`config.mk`:
```
export PLATFORM = sky130hd
export DESIGN_NAME = fpdiv_ctrl
export DESIGN_NICKNAME = d
export VERILOG_FILES = /design/src/rtl/fpdiv_ctrl.sv
export SDC_FILE = /design/constraint.sdc
export NUM_CORES = 1
export LEC_CHECK = 0
export BUFFER_PORTS_ARGS = -buffer_cell sky130_fd_sc_hd__buf_2
export CAP_MARGIN = 40
export CELL_PAD_IN_SITES_DETAIL_PLACEMENT = 1
export CELL_PAD_IN_SITES_GLOBAL_PLACEMENT = 2
export CORE_MARGIN = 4
export CORE_UTILIZATION = 30
export DETAILED_ROUTE_END_ITERATION = 8
export PLACE_DENSITY = 0.85
export SETUP_SLACK_MARGIN = 0.15
export SLEW_MARGIN = 20
export SYNTH_ARGS = -nofsm -noshare
export SYNTH_HDL_FRONTEND = slang
export SYNTH_SLANG_ARGS = --single-unit
```
`constraint.sdc`:
```
create_clock -name clk -period 2.15 [get_ports clk]
set_input_delay 0.215 -clock clk [delete_from_list [all_inputs] [get_ports clk]]
set_output_delay 0.215 -clock clk [all_outputs]
set_load 0.02 [all_outputs]
```
`src/rtl/fpdiv_ctrl.sv`:
```
// Goldschmidt divide/sqrt sequencer: CLASS, optional NORM, N ITER steps, ROUND, DONE.
// Latency N+3 (normal), N+4 (denormal), 2 (special); start is ignored while busy.
module fpdiv_ctrl #(
    parameter int DIV_ITERS  = 4,
    parameter int SQRT_ITERS = 5
) (
    input  logic       clk,
    input  logic       reset_n,
    input  logic       start,
    input  logic       op_type,
    input  logic       flush,
    input  logic [2:0] Ztype,
    input  logic       Invalid,
    input  logic       Denorm,
    output logic       busy,
    output logic       load_op,
    output logic       norm_en,
    output logic       iter_en,
    output logic [3:0] iter_cnt,
    output logic       first_iter,
    output logic       round_en,
    output logic       bypass,
    output logic       done,
    output logic       flag_nv,
    output logic       flag_dz
);

    typedef enum logic [2:0] {
        IDLE  = 3'd0,
        CLASS = 3'd1,
        NORM  = 3'd2,
        ITER  = 3'd3,
        ROUND = 3'd4,
        DONE  = 3'd5
    } state_t;

    // Iteration counts are legal in 1..15, so the last index always fits in 4 bits.
    localparam logic [3:0] DIV_LAST  = 4'(DIV_ITERS - 1);
    localparam logic [3:0] SQRT_LAST = 4'(SQRT_ITERS - 1);

    state_t     state_q, state_d;
    logic [3:0] iter_cnt_q, iter_cnt_d;
    logic       op_q, op_d;
    logic       byp_q, byp_d;
    logic       nv_q, nv_d;
    logic       dz_q, dz_d;
    logic       den_q, den_d;
    logic       flag_nv_q, flag_nv_d;
    logic       flag_dz_q, flag_dz_d;
    logic [3:0] iter_last;

    assign iter_last = op_q ? SQRT_LAST : DIV_LAST;

    // reset_n gates load_op directly so a held start cannot leak out during reset.
    assign load_op = start & (state_q == IDLE) & ~flush & reset_n;

    always_comb begin
        state_d    = state_q;
        iter_cnt_d = 4'd0;
        op_d       = op_q;
        byp_d      = byp_q;
        nv_d       = nv_q;
        dz_d       = dz_q;
        den_d      = den_q;
        flag_nv_d  = flag_nv_q;
        flag_dz_d  = flag_dz_q;

        case (state_q)
            IDLE: begin
                if (load_op) begin
                    state_d = CLASS;
                    op_d    = op_type;
                end
            end
            CLASS: begin
                byp_d = (Ztype != 3'b000);
                nv_d  = Invalid;
                dz_d  = (Ztype == 3'b110);
                den_d = Denorm;
                if (Ztype != 3'b000) begin
                    state_d = DONE;
                end else if (Denorm) begin
                    state_d = NORM;
                end else begin
                    state_d = ITER;
                end
            end
            NORM: begin
                state_d = ITER;
            end
            ITER: begin
                if (iter_cnt_q == iter_last) begin
                    state_d = ROUND;
                end else begin
                    iter_cnt_d = iter_cnt_q + 4'd1;
                end
            end
            ROUND: begin
                state_d = DONE;
            end
            DONE: begin
                state_d = IDLE;
            end
            default: begin
                state_d = IDLE;
            end
        endcase

        if (flush) begin
            state_d    = IDLE;
            iter_cnt_d = 4'd0;
        end

        // Flags move on the edge entering DONE so they are visible alongside done.
        if (state_d == DONE) begin
            flag_nv_d = nv_d;
            flag_dz_d = dz_d;
        end
    end

    always_ff @(posedge clk or negedge reset_n) begin
        if (!reset_n) begin
            state_q    <= IDLE;
            iter_cnt_q <= 4'd0;
            op_q       <= 1'b0;
            byp_q      <= 1'b0;
            nv_q       <= 1'b0;
            dz_q       <= 1'b0;
            den_q      <= 1'b0;
            flag_nv_q  <= 1'b0;
            flag_dz_q  <= 1'b0;
        end else begin
            state_q    <= state_d;
            iter_cnt_q <= iter_cnt_d;
            op_q       <= op_d;
            byp_q      <= byp_d;
            nv_q       <= nv_d;
            dz_q       <= dz_d;
            den_q      <= den_d;
            flag_nv_q  <= flag_nv_d;
            flag_dz_q  <= flag_dz_d;
        end
    end

    assign busy       = (state_q != IDLE);
    assign norm_en    = (state_q == NORM) & den_q;
    assign iter_en    = (state_q == ITER);
    assign iter_cnt   = iter_cnt_q;
    assign first_iter = (state_q == ITER) & (iter_cnt_q == 4'd0);
    assign round_en   = (state_q == ROUND);
    assign done       = (state_q == DONE);
    assign bypass     = (state_q == DONE) & byp_q;
    assign flag_nv    = flag_nv_q;
    assign flag_dz    = flag_dz_q;

endmodule

```
==> qor.csv <==
stage,metric,value,unit
status,status,finished clean,
timing,fin crit share,84.2,%
drt,TritonRoute pass-1 iters,3,
timing,Slew HR,76.3,%
layout,Filler cells,294,
layout,footprint of the multi-input gates,382,um2
critical_path,Worst R2R Start,state_q[0]$_DFF_PN0_,
critical_path,maximum fanout along the worst path,10,
global_routing,vias in the first global route,643,
timing,Slew Limit Fails,0,
layout,register area,352,um2
place,Cell Count Post-Placement,120,
drt,drt first-iter violations,6,
timing,setup total negative slack,0,ps
logic_synthesis,Post-Syn Nets,81,
layout,layout cell share with drive strength beyond 1,40.4,%
flow_run,Max-cap violations,0,
logic_synthesis,Synth area leaders,"dfrtp_1, mux2_2, mux2_4, ha_1, inv_1",
cts,Clock Latency Late Sink,280,ps
timing,RSZ-0062 raised after global routing,no,
logic_synthesis,average instance area after synthesis,11.2,um2
floorplanning,num ports,24,
logic_synthesis,Synth top area share,45.5,%
cts,root buffer cell,clkbuf_4,
floorplanning,DIE WIDTH,58.7,um
timing,final setup fails,0,
logic_synthesis,register area share after synthesis,45.5,%
pwr,leak pwr,0.455,nW
pwr,P per Cell Area,959,mW/mm2
critical_path,CP Launch Type,flop,
floorplanning,FP Rows,18,
floorplanning,full die area,0.00344,mm2
drt,vias per std cell,4.86,
global_routing,Overall Global Routing Usage,12.2,%
layout,# diodes,0,
cts,clock sink count,14,
drt,DRC,0,
place,gpl congestion,0.765,
cts,H-Tree Depth,1,
logic_synthesis,"EDFF count, synth",0,
global_routing,largest net degree at the start of global routing,16,
floorplanning,Core Footprint,0.00245,mm2
logic_synthesis,Syn. warnings,0,
layout,number of flip-flops under the largest register name,4,
logic_synthesis,Seq cells post-synth,14,
worst_hold_path,min-delay src,op_type,
drt,remaining antenna violation count,0,
timing,final hold violation count,0,
pwr,VDD IR max,0.449,mV
critical_path,Critical Path AT,1600,ps
timing,worst slew pin tran,350,ps
global_routing,GRT Residual Overflow,0,
critical_path,required time worst endpoint,1930,ps
cts,CTS Buf Count,3,
cts,CTS tree,built,
floorplanning,Die Y-Extent,58.7,um
floorplanning,Starting Density,31.4,%
place,post-place setup slack,489,ps
logic_synthesis,post-synthesis async set-or-reset flop share,100,%
critical_path,CP endpoint kind,primary output,
logic_synthesis,cell taking the most area after synthesis,dfrtp_1,
drt,WL final,1.77,mm
drt,Wirelength per Cell,14.2,um
place,placed inst area,907,um2
layout,area of all placed cells without fillers,941,um2
place,PortBufs,23,
timing,hold slack,168,ps
critical_path,beginning of the critical path,state_q[2]$_DFF_PN0_,
layout,nets,108,
layout,P&R area growth vs syn,22.1,%
timing,worst setup margin,339,ps
cts,"CTS clk-pin slew, worst paths",80,ps
logic_synthesis,ys flop type,dfrtp_1,
cts,clk buf depth,2,
logic_synthesis,post-synthesis cell count,69,
drt,total number of vias,603,
worst_hold_path,Hold WC Path Type,in2reg,
critical_path,Setup CP Type,reg2out,
global_routing,initial antenna violation count,0,
global_routing,first-pass GRT wire length,3.14,mm
place,Post-DP HPWL,1.39,mm
layout,Finished Layout Cells,124,
logic_synthesis,synthesized area,771,um2
timing,Fmax achieved,0.552,GHz
timing,Final Skew,3.08,ps
timing,Final min period,1810,ps
logic_synthesis,Netlist cell types,35,
[cell usage after synthesis (2+ instances only)]
cell type / instances
and2_1: 2
mux2_4: 2
nor2_1: 6
ha_1: 2
nor4bb_1: 2
dfrtp_1: 14
nand3b_1: 2
mux2_2: 4
nor2b_1: 2
inv_1: 6
nor3_1: 2
nor3b_1: 2
[worst max-delay path, cell delays in order (launching register included)]
cell and delay, ps:
dfrtp_1 480, nand3b_1 320, nor4b_1 310, buf_2 210
[layout make-up]
type	instances	share of cell area, %
inverter	6	2.39
sequential	14	37.4
timing repair buffer	24	13.3
clock buffer	3	2.39
tap	30	3.99
multi-input combinational	47	40.6
[timing repair]
item / in CTS / in global routing
endpoints found under the setup margin: 0 / 1
hold buffers: 1 / 0
gates resized for setup: 0 / 1
hold endpoints to repair: 14 / 0
setup buffers: 0 / 0
[per-layer routing]
layer  vias to the layer above  global-route usage (%)  part of all wire (%)
met1                       300                    15.0                    42
li1                        290                       -                     -
met5                         -                       0                     0
met3                         2                    2.19                   3.9
met4                         0                    6.80                  0.74
met2                        11                    20.1                    53
[logic make-up (layout without fill, tap and decap cells)]
logic type               after synthesis  count (layout)  share of synthesized area (%)
AND/OR/NAND/NOR                       29              29                           27.1
XOR/XNOR                               2               2                           2.27
adder cells (fa/ha/maj)                2               2                           3.25
flip-flops                            14              14                           45.5
AO/OA/AOI/OAI                          8               8                           7.14
multiplexers                           6               6                           9.74
buffers and inverters                  8              33                           5.03
[worst paths after layout]
path	to	slack [ps]	cells past startpoint
max	first_iter	340	3
min	op_q$_DFFE_PN0P_	170	2
max reg2reg	flag_nv$_DFFE_PN0N_	510	3
min reg2reg	nv_q$_DFF_PN0_	500	1
max in group asynchronous	state_q[1]$_DFF_PN0_	1520	2
min in group asynchronous	dz_q$_DFF_PN0_	360	2
[cells in the final DEF, fill, tap and decap left out, types with 2 or more instances in the layout]
cell type   n
and2_1      2
buf_2      23
clkbuf_4    3
dfrtp_1    13
ha_1        2
inv_1       6
mux2_2      4
mux2_4      2
nand3b_1    2
nor2_1      6
nor2b_1     2
nor3_1      2
nor3b_1     2
nor4bb_1    2
[through the flow]
stage | power (mW) | util, %
2_1_floorplan | 0.662 | -
3_3_place_gp | 0.749 | 37.0
3_5_place_dp | 0.767 | 37.0
4_1_cts | 0.922 | 38.3
5_1_grt | 0.981 | 38.3
6_report | 0.902 | 38.3
[power by group]
group          leakage, nW  total [mW]  internal (mW)  switching [mW]
sequential           0.179       0.403          0.340          0.0634
combinational        0.262       0.353          0.177           0.176
clock               0.0138       0.146         0.0649          0.0808
Note: power is estimated with default switching activity, not from simulation.
